<file path="config.mk">
export PLATFORM = sky130hd
export DESIGN_NAME = lsu
export DESIGN_NICKNAME = d
export VERILOG_FILES = /design/src/rtl/mem_pkg.sv /design/src/rtl/lsu_load_format.sv /design/src/rtl/lsu.sv
export SDC_FILE = /design/constraint.sdc
export NUM_CORES = 1
export LEC_CHECK = 0
export BUFFER_PORTS_ARGS = -buffer_cell sky130_fd_sc_hd__buf_2
export CORE_UTILIZATION = 51
export CTS_BUF_LIST = sky130_fd_sc_hd__clkbuf_8
export DETAILED_ROUTE_END_ITERATION = 12
export PLACE_DENSITY = 0.83
export SKIP_CTS_REPAIR_TIMING = 1
export SYNTH_ARGS = -nofsm -noshare
export SYNTH_HDL_FRONTEND = slang
export SYNTH_HIERARCHICAL = 1
export SYNTH_SLANG_ARGS = --single-unit
</file>
<file path="constraint.sdc">
create_clock -name clk -period 3.65 [get_ports clk]
set_input_delay 0.1825 -clock clk [delete_from_list [all_inputs] [get_ports clk]]
set_output_delay 0.1825 -clock clk [all_outputs]
set_load 0.1 [all_outputs]
</file>
<file path="src/rtl/mem_pkg.sv">
// Constants and types shared between the load/store unit, the data memory and writeback.
package mem_pkg;
    localparam int ADDR_WIDTH       = 32;
    localparam int DATA_WIDTH_BYTES = 4;
    localparam int MEM_SIZE_BYTES   = 4096;

    typedef enum logic [2:0] {
        F3_BYTE   = 3'b000,
        F3_HALF   = 3'b001,
        F3_WORD   = 3'b010,
        F3_BYTE_U = 3'b100,
        F3_HALF_U = 3'b101
    } funct3_t;

    typedef enum logic [1:0] {
        ST_IDLE,
        ST_ISSUE,
        ST_WAIT,
        ST_RESP
    } lsu_state_t;

    function automatic logic [2:0] access_bytes(input logic [1:0] size);
        case (size)
            2'b00:   return 3'd1;
            2'b01:   return 3'd2;
            default: return 3'd4;
        endcase
    endfunction

    function automatic logic [3:0] lane_mask(input logic [2:0] n);
        case (n)
            3'd1:    return 4'b0001;
            3'd2:    return 4'b0011;
            default: return 4'b1111;
        endcase
    endfunction
endpackage

</file>
<file path="src/rtl/lsu_load_format.sv">
// Assembles the low n read lanes into a 32-bit word, sign- or zero-extended by funct3.
module lsu_load_format
    import mem_pkg::*;
(
    input  logic [3:0][7:0] lanes,
    input  logic [2:0]      funct3,
    input  logic [2:0]      n,
    output logic [31:0]     word
);
    logic sign_ext;

    assign sign_ext = (funct3 == F3_BYTE) || (funct3 == F3_HALF);

    always_comb begin
        word = {lanes[3], lanes[2], lanes[1], lanes[0]};
        case (n)
            3'd1:    word = {{24{sign_ext & lanes[0][7]}}, lanes[0]};
            3'd2:    word = {{16{sign_ext & lanes[1][7]}}, lanes[1], lanes[0]};
            default: word = {lanes[3], lanes[2], lanes[1], lanes[0]};
        endcase
    end
endmodule

</file>
<file path="src/rtl/lsu.sv">
// Load/store unit: one RV32 access at a time into the byte-lane data memory.
// State | meaning: IDLE accept | ISSUE drive memory | WAIT read lanes arrive | RESP hold response.
module lsu #(
    parameter int ADDR_WIDTH       = mem_pkg::ADDR_WIDTH,
    parameter int MEM_SIZE_BYTES   = mem_pkg::MEM_SIZE_BYTES,
    parameter int DATA_WIDTH_BYTES = mem_pkg::DATA_WIDTH_BYTES,
    parameter int ALLOW_MISALIGNED = 0
) (
    input  logic                             clk,
    input  logic                             rst,
    input  logic                             req_valid,
    output logic                             req_ready,
    input  logic                             req_we,
    input  logic [2:0]                       req_funct3,
    input  logic [ADDR_WIDTH-1:0]            req_addr,
    input  logic [31:0]                      req_wdata,
    output logic                             resp_valid,
    input  logic                             resp_ready,
    output logic [31:0]                      resp_rdata,
    output logic                             resp_fault,
    output logic [DATA_WIDTH_BYTES-1:0]      mem_wenableL,
    output logic [DATA_WIDTH_BYTES-1:0][7:0] mem_data_w,
    output logic [ADDR_WIDTH-1:0]            mem_addr,
    input  logic [DATA_WIDTH_BYTES-1:0][7:0] mem_data_r
);
    import mem_pkg::*;

    localparam int AW1 = ADDR_WIDTH + 1;

    if (DATA_WIDTH_BYTES != 4) begin : g_bad_lanes
        $error("lsu supports exactly 4 memory lanes");
    end

    lsu_state_t state_q, state_d;
    logic            we_q;
    logic [2:0]      funct3_q;
    logic [2:0]      req_n, n_q;
    logic [ADDR_WIDTH:0] req_end;
    logic            illegal, misaligned, out_of_range, req_fault, accept;
    logic [31:0]     load_word;

    assign req_n   = access_bytes(req_funct3[1:0]);
    assign n_q     = access_bytes(funct3_q[1:0]);
    // Extra bit keeps addr+n from wrapping near the top of the address space.
    assign req_end      = {1'b0, req_addr} + AW1'(req_n);
    assign out_of_range = req_end > AW1'(MEM_SIZE_BYTES);
    assign req_fault    = illegal | misaligned | out_of_range;

    always_comb begin
        illegal = 1'b1;
        case (req_funct3)
            F3_BYTE, F3_HALF, F3_WORD: illegal = 1'b0;
            F3_BYTE_U, F3_HALF_U:      illegal = req_we;
            default:                   illegal = 1'b1;
        endcase
    end

    always_comb begin
        misaligned = 1'b0;
        if (ALLOW_MISALIGNED == 0) begin
            case (req_n)
                3'd2:    misaligned = req_addr[0];
                3'd4:    misaligned = |req_addr[1:0];
                default: misaligned = 1'b0;
            endcase
        end
    end

    always_comb begin
        state_d = state_q;
        accept  = 1'b0;
        case (state_q)
            ST_IDLE: begin
                if (req_valid) begin
                    accept  = 1'b1;
                    state_d = req_fault ? ST_RESP : ST_ISSUE;
                end
            end
            ST_ISSUE: state_d = ST_WAIT;
            ST_WAIT:  state_d = ST_RESP;
            ST_RESP:  if (resp_ready) state_d = ST_IDLE;
            default:  state_d = ST_IDLE;
        endcase
    end

    assign req_ready  = (state_q == ST_IDLE);
    assign resp_valid = (state_q == ST_RESP);

    always_ff @(posedge clk or posedge rst) begin
        if (rst) state_q <= ST_IDLE;
        else     state_q <= state_d;
    end

    lsu_load_format u_load_format (
        .lanes  (mem_data_r),
        .funct3 (funct3_q),
        .n      (n_q),
        .word   (load_word)
    );

    // Write enables are registered so they are low for exactly the ISSUE cycle
    // and are forced high by the asynchronous reset.
    always_ff @(posedge clk or posedge rst) begin
        if (rst) begin
            we_q         <= 1'b0;
            funct3_q     <= 3'b000;
            resp_rdata   <= '0;
            resp_fault   <= 1'b0;
            mem_wenableL <= '1;
            mem_addr     <= '0;
            mem_data_w   <= '0;
        end else begin
            if (accept) begin
                we_q     <= req_we;
                funct3_q <= req_funct3;
                if (req_fault) begin
                    resp_rdata <= '0;
                    resp_fault <= 1'b1;
                end else begin
                    mem_addr <= req_addr;
                    if (req_we) begin
                        mem_wenableL <= ~lane_mask(req_n);
                        mem_data_w   <= req_wdata;
                    end
                end
            end
            if (state_q == ST_ISSUE) mem_wenableL <= '1;
            if (state_q == ST_WAIT) begin
                resp_rdata <= we_q ? 32'h0 : load_word;
                resp_fault <= 1'b0;
            end
        end
    end
endmodule

</file>
==> impl_metrics.yaml, run 1 <==
critical_path:
  worstPathMaxFanout: 25
  cp_data_required_time_ps: 3900
  critPathArrivalTime_ps: 3670
  slowest_stage: "nor4_4"
  cp_top_family: "simple AND/OR/NAND/NOR gates"
  crit_type: "in2reg"
  cpPeakStageDelay_ps: 420
  cp-start-kind: "input port"
  crit_top_cell: "nor4_4"
  crit_chain: "buf_2 > nor2_1 > inv_1 > ha_1 > ha_1 > a21oi_2 > nor4_4 > o2111ai_1 > nor2b_1 > nor4_4 > nand4_4 > nor4_4 > buf_12 > mux2_2"
  cp-startpoint: "req_funct3[0]"
  setup.worst_path.end_class: "flip-flop"
  cp_num_buf_inv: 3
  timing.rr.start: "state_q[0]"
floorplan:
  die_width_um: 105
  rows: 37
  die-area_sq_um: 11100
  ios: 207
  die_h_um: 105
  start_util: 0.525
  core_sq_um: 10300
yosys:
  syn_inst: 450
  syn_nets: 564
  yosysTopAreaCellShare: 0.475
  synth_seq_cells: 106
  ys_seq_area_frac: 0.490
  synth_cell_type_count: 65
  ys_async_sr_fraction: 1.00
  netlist_area_sq_um: 5420
  yosysWarningCount: 6
  yosysTopAreaCell: "dfrtp_1"
  synth_ff_type: "dfrtp_1"
  synth-edff-count: 0
  ys_top_cells_by_area: "dfrtp_1, a32o_1, mux2_4"
  avgSynthCellArea_sq_um: 12.1
status:
  status: "complete, no violations"
global_routing:
  track_usage: 0.243
  grt_overflow: 0
  antenna_found_initial: 0
  grt_pass1_vias: 4416
  grt_pass1_wl_um: 21400
  globalRouteMet2Util: 0.407
  global_route.usage.met3: 0.0468
  use_met1: 0.314
  grt-busiest-layer: "met2"
  grt_max_degree: 82
timing:
  tightest_slew_ps: 986
  hold_violations: 0
  setup_viol: 0
  slew_violations: 0
  max_slew_margin: 0.343
  fin_skew_ps: 15.4
  max_freq_ghz: 0.292
  min_period_ps: 3420
  grt_setup_unrepaired: "false"
  min_period_over_period: 0.937
placement:
  dp_hpwl_um: 9900
  placed_cell_area_sq_um: 6590
  gp_congestion: 0.926
  io_buffers: 206
run:
  max-cap-violations: 0
route:
  wl_per_cell_um: 16.7
  drt-initial-drc-count: 339
  drcViolationCount: 0
  totalWireLength_um: 13200
  ant_nets: 0
  drt_first_pass_iters: 4
  num_vias: 4446
  avgViaCountPerCell: 5.64
clocking:
  clock_path_buffers: 2
  cts_buffers: 9
  cts.sinks: 106
  clk_pin_slew_ps: 110
  cts_max_level: 3
  root_buffer: "clkbuf_8"
  clock_latency_ps: 380
  cts_tree: "done"
final_layout:
  final_common_cell: "buf_2"
  antenna-diode-count: 0
  finish.instance_area_sq_um: 6770
  fill_cells: 833
  seq_area_sq_um: 2660
  syn_to_final_growth_pct: 24.8
  nets: 761
  fin_util: 0.656
  drive_above_1_share: 0.465
  multiInputGateArea_sq_um: 2540
  final_cell_mix: "buf_2, dfrtp_1, a32o_1"
min_path:
  hold_start: "mem_data_r[0]"
  holdCritPathClass: "in2reg"
power:
  power_density_nw_per_um2: 603
  p_leak_nw: 3.64
  ir_drop_mv: 0.523
-- routing by layer --
layer / vias to the layer above / part of all wire
met5: - / 0
met4: 0 / 0.021
met3: 23 / 0.071
met2: 225 / 0.47
met1: 2132 / 0.43
li1: 2066 / -
-- sequential cells by signal (all words and copies together), names as in the netlist --
signal / count
funct3_q: 3
mem_addr: 32
mem_data_w: 32
state_q: 2
resp_rdata: 32
mem_wenableL: 3
resp_fault: 1
we_q: 1
-- final timing paths --
kind / endpoint / slack, ps / depth (start not counted)
setup / recovery: mem_data_w[6] / 230 / 14
hold / removal: resp_rdata[0] / 20 / 2
setup reg to reg: mem_data_w[6] / 1350 / 6
hold reg to reg: mem_wenableL[0] / 490 / 2
max in group asynchronous: mem_addr[13] / 2680 / 3
min in group asynchronous: mem_data_w[12] / 30 / 2
-- kinds of logic (layout without fill, tap and decap cells) --
group           count (synthesis)  count (layout)  synth area share
compound gates                101             101             0.158
xor+xnor                        9               9            0.0145
fa+ha+maj                      10              10            0.0245
buf+inv                        44             246            0.0447
flops                         106             106             0.490
mux                            52              52             0.121
simple gates                  128             128             0.147
-- layout make-up --
| class | instances | share of cell area |
|---|---|---|
| clock buffer | 9 | 0.0183 |
| clock inverter | 7 | 0.00869 |
| inverter | 8 | 0.00481 |
| multi-input combinational | 300 | 0.375 |
| sequential | 106 | 0.392 |
| tap | 136 | 0.0251 |
| timing repair buffer | 222 | 0.176 |
-- where the power goes --
group	leakage (nW)	internal [mW]	switching (mW)
sequential	1.43	1.33	0.0936
combinational	2.11	0.504	1.48
clock	0.0979	0.261	0.415
-- synth_stat cells (all sizes together) (2+ instances only) --
cell,count
nand3b,2
a31oi,2
o211ai,2
inv,8
nor3b,2
clkbuf,14
nor3,11
dfstp,3
and3,4
xor2,5
o31a,3
mux2i,3
or3b,3
nand4,11
nor4,8
nand4b,2
and2,2
o31ai,2
o311ai,3
ha,9
a211o,2
o2bb2ai,2
dfrtp,103
nand2b,4
o21ai,9
a32o,32
a21o,26
nor2b,23
xnor2,4
buf,22
a21oi,7
nand2,16
nand3,17
nor2,19
mux2,49
-- stage by stage --
stage | instances | power [mW] | setup WS [ps] | hold slack (ps) | TNS, ps
finish | 788 | 4.08 | 231 | 17.2 | 0
global route | 788 | 4.26 | 66.9 | 16.5 | 0
CTS | 788 | 4.11 | 224 | 8.41 | 0
detailed placement | 772 | 3.43 | -154 | 409 | -5120
global placement | 772 | 3.38 | -10.5 | 401 | -37.8
floorplan | 450 | 3.05 | 40.6 | 317 | 0
Note: power is estimated with default switching activity, not from simulation.
==> inputs of run 2 (changes only) <==
- CORE_UTILIZATION: 51 -> 55
- PLACE_DENSITY: 0.83 -> 0.88
- clock period: 3.65 -> 4.3 ns (I/O delays scaled with it)
==> run 2 against run 1 <==
  * The run now ends with hold timing left
  * Sequential cell count unchanged
  * Global-route usage up 1.0 points
  * Sequential power down 15%
  * Non-clock buffer count is 9 lower
  * Design area fell by 1.4%
  * First-iteration DRC count shrank 47%
  * Sequential share of layout area up 0.55 points
  * Clock skew grew 4.7 ps
  * Largest power group unchanged
==> impl_metrics.yaml, run 2 (same netlist as run 1, synthesis figures left out) <==
timing:
  grt_setup_unrepaired: "false"
  min_period_over_period: 0.876
  setup_viol: 0
  fin_setup_tns_ps: 0
  tightest_slew_ps: 1230
  slew_violations: 0
  max_freq_ghz: 0.265
  fin_skew_ps: 20.1
  max_slew_margin: 0.181
  hold_violations: 24
  hold_ws_ps: -49.0
  min_period_ps: 3770
status:
  status: "finished, violations left"
  violations: "hold timing"
placement:
  dp_hpwl_um: 9970
  gp_congestion: 0.947
  io_buffers: 206
global_routing:
  track_usage: 0.254
  grt_pass1_wl_um: 20400
  grt_pass1_vias: 4257
  antenna_found_initial: 0
  grt_overflow: 0
  grt_max_degree: 62
power:
  switching_share: 0.489
  combPwrFrac: 0.480
  power_density_nw_per_um2: 515
  p_int_mw: 1.76
  p_leak_nw: 3.59
  ir_drop_mv: 0.367
  switching_power_mw: 1.68
  pwr-share-clk: 0.169
  p_seq_frac: 0.351
final_layout:
  antenna-diode-count: 0
  syn_to_final_growth_pct: 23.0
  multiInputGateArea_sq_um: 2540
  seq_area_sq_um: 2660
  final_common_cell: "buf_2"
  drive_above_1_share: 0.457
  fin_util: 0.709
  fill_cells: 703
  biggestRegsByFlops: "mem_addr: 32 flops, mem_data_w: 32 flops, resp_rdata: 32 flops"
  final_cell_mix: "buf_2, dfrtp_1, a32o_1"
  nets: 752
critical_path:
  crit_type: "in2reg"
  timing.rr.start: "state_q[0]"
  cp-start-kind: "input port"
  cp-startpoint: "req_funct3[1]"
  critPathArrivalTime_ps: 4010
  setup.worst_path.end_class: "flip-flop"
  cp_data_required_time_ps: 4550
  worstPathMaxFanout: 25
floorplan:
  start_util: 0.576
  die_width_um: 101
  die_h_um: 101
  rows: 35
  core_sq_um: 9420
  die-area_sq_um: 10300
  ios: 207
route:
  ant_nets: 0
  drcViolationCount: 0
  num_vias: 4432
  drt-initial-drc-count: 180
  drt_first_pass_iters: 5
  totalWireLength_um: 13100
  wl_per_cell_um: 17.0
  avgViaCountPerCell: 5.74
clocking:
  clock_path_buffers: 2
  clock_latency_ps: 370
  cts.sinks: 106
  cts_max_level: 3
  root_buffer: "clkbuf_8"
  clk_pin_slew_ps: 120
  cts_tree: "done"
  cts_buffers: 9
min_path:
  holdCritPathClass: "in2async"
run:
  max-cap-violations: 0
run 2: per-stage QoR:
stage	setup WS, ps	cell area, sq um	instances	power, mW	hold WS [ps]
floorplan	658	5420	450	2.59	350
global placement	351	6480	756	2.84	374
detailed placement	184	6480	756	2.88	401
CTS	561	6670	772	3.46	-16.5
global route	325	6670	772	3.60	25.8
finish	532	6670	772	3.44	-49.0
run 2: worst paths after layout:
path,depth (start not counted),slack (ps),endpoint
max reg2reg,5,1700,resp_rdata[28]
min in group clk,2,60,resp_rdata[2]
max,13,530,mem_data_w[4]
min reg2reg,2,490,mem_wenableL[0]
max in group asynchronous,3,3250,mem_data_w[28]
min,2,-50,mem_addr[27]
run 2: worst max-delay path: stages:
cell and delay (ps):
buf_2 130, nor2_1 200, inv_1 90, ha_1 210, ha_1 370, a21oi_1 670, nor2_1 90, o31a_1 280
o41ai_2 500, nand4_4 230, nor4_4 390, buf_12 250, mux2_2 360
run 2: layer usage:
metal | vias up | track usage | share of wire
li1 | 2050 | - | -
met1 | 2158 | 0.339 | 0.42
met2 | 204 | 0.410 | 0.48
met3 | 20 | 0.0531 | 0.075
met4 | 0 | 0.0936 | 0.019
met5 | - | 0 | 0
run 2: power by group through the flow:
stage,Clock [mW],Sequential [mW],Combinational (mW)
2_1_floorplan,0,1.91,0.673
3_3_place_gp,0,1.22,1.62
3_5_place_dp,0,1.23,1.65
4_1_cts,0.594,1.21,1.66
5_1_grt,0.630,1.22,1.74
6_report,0.581,1.21,1.65
run 2: final cells by class:
class | instances | area share
inverter | 8 | 0.00487
timing repair buffer | 213 | 0.164
clock inverter | 7 | 0.00994
sequential | 106 | 0.398
multi-input combinational | 300 | 0.380
clock buffer | 9 | 0.0186
tap | 129 | 0.0242
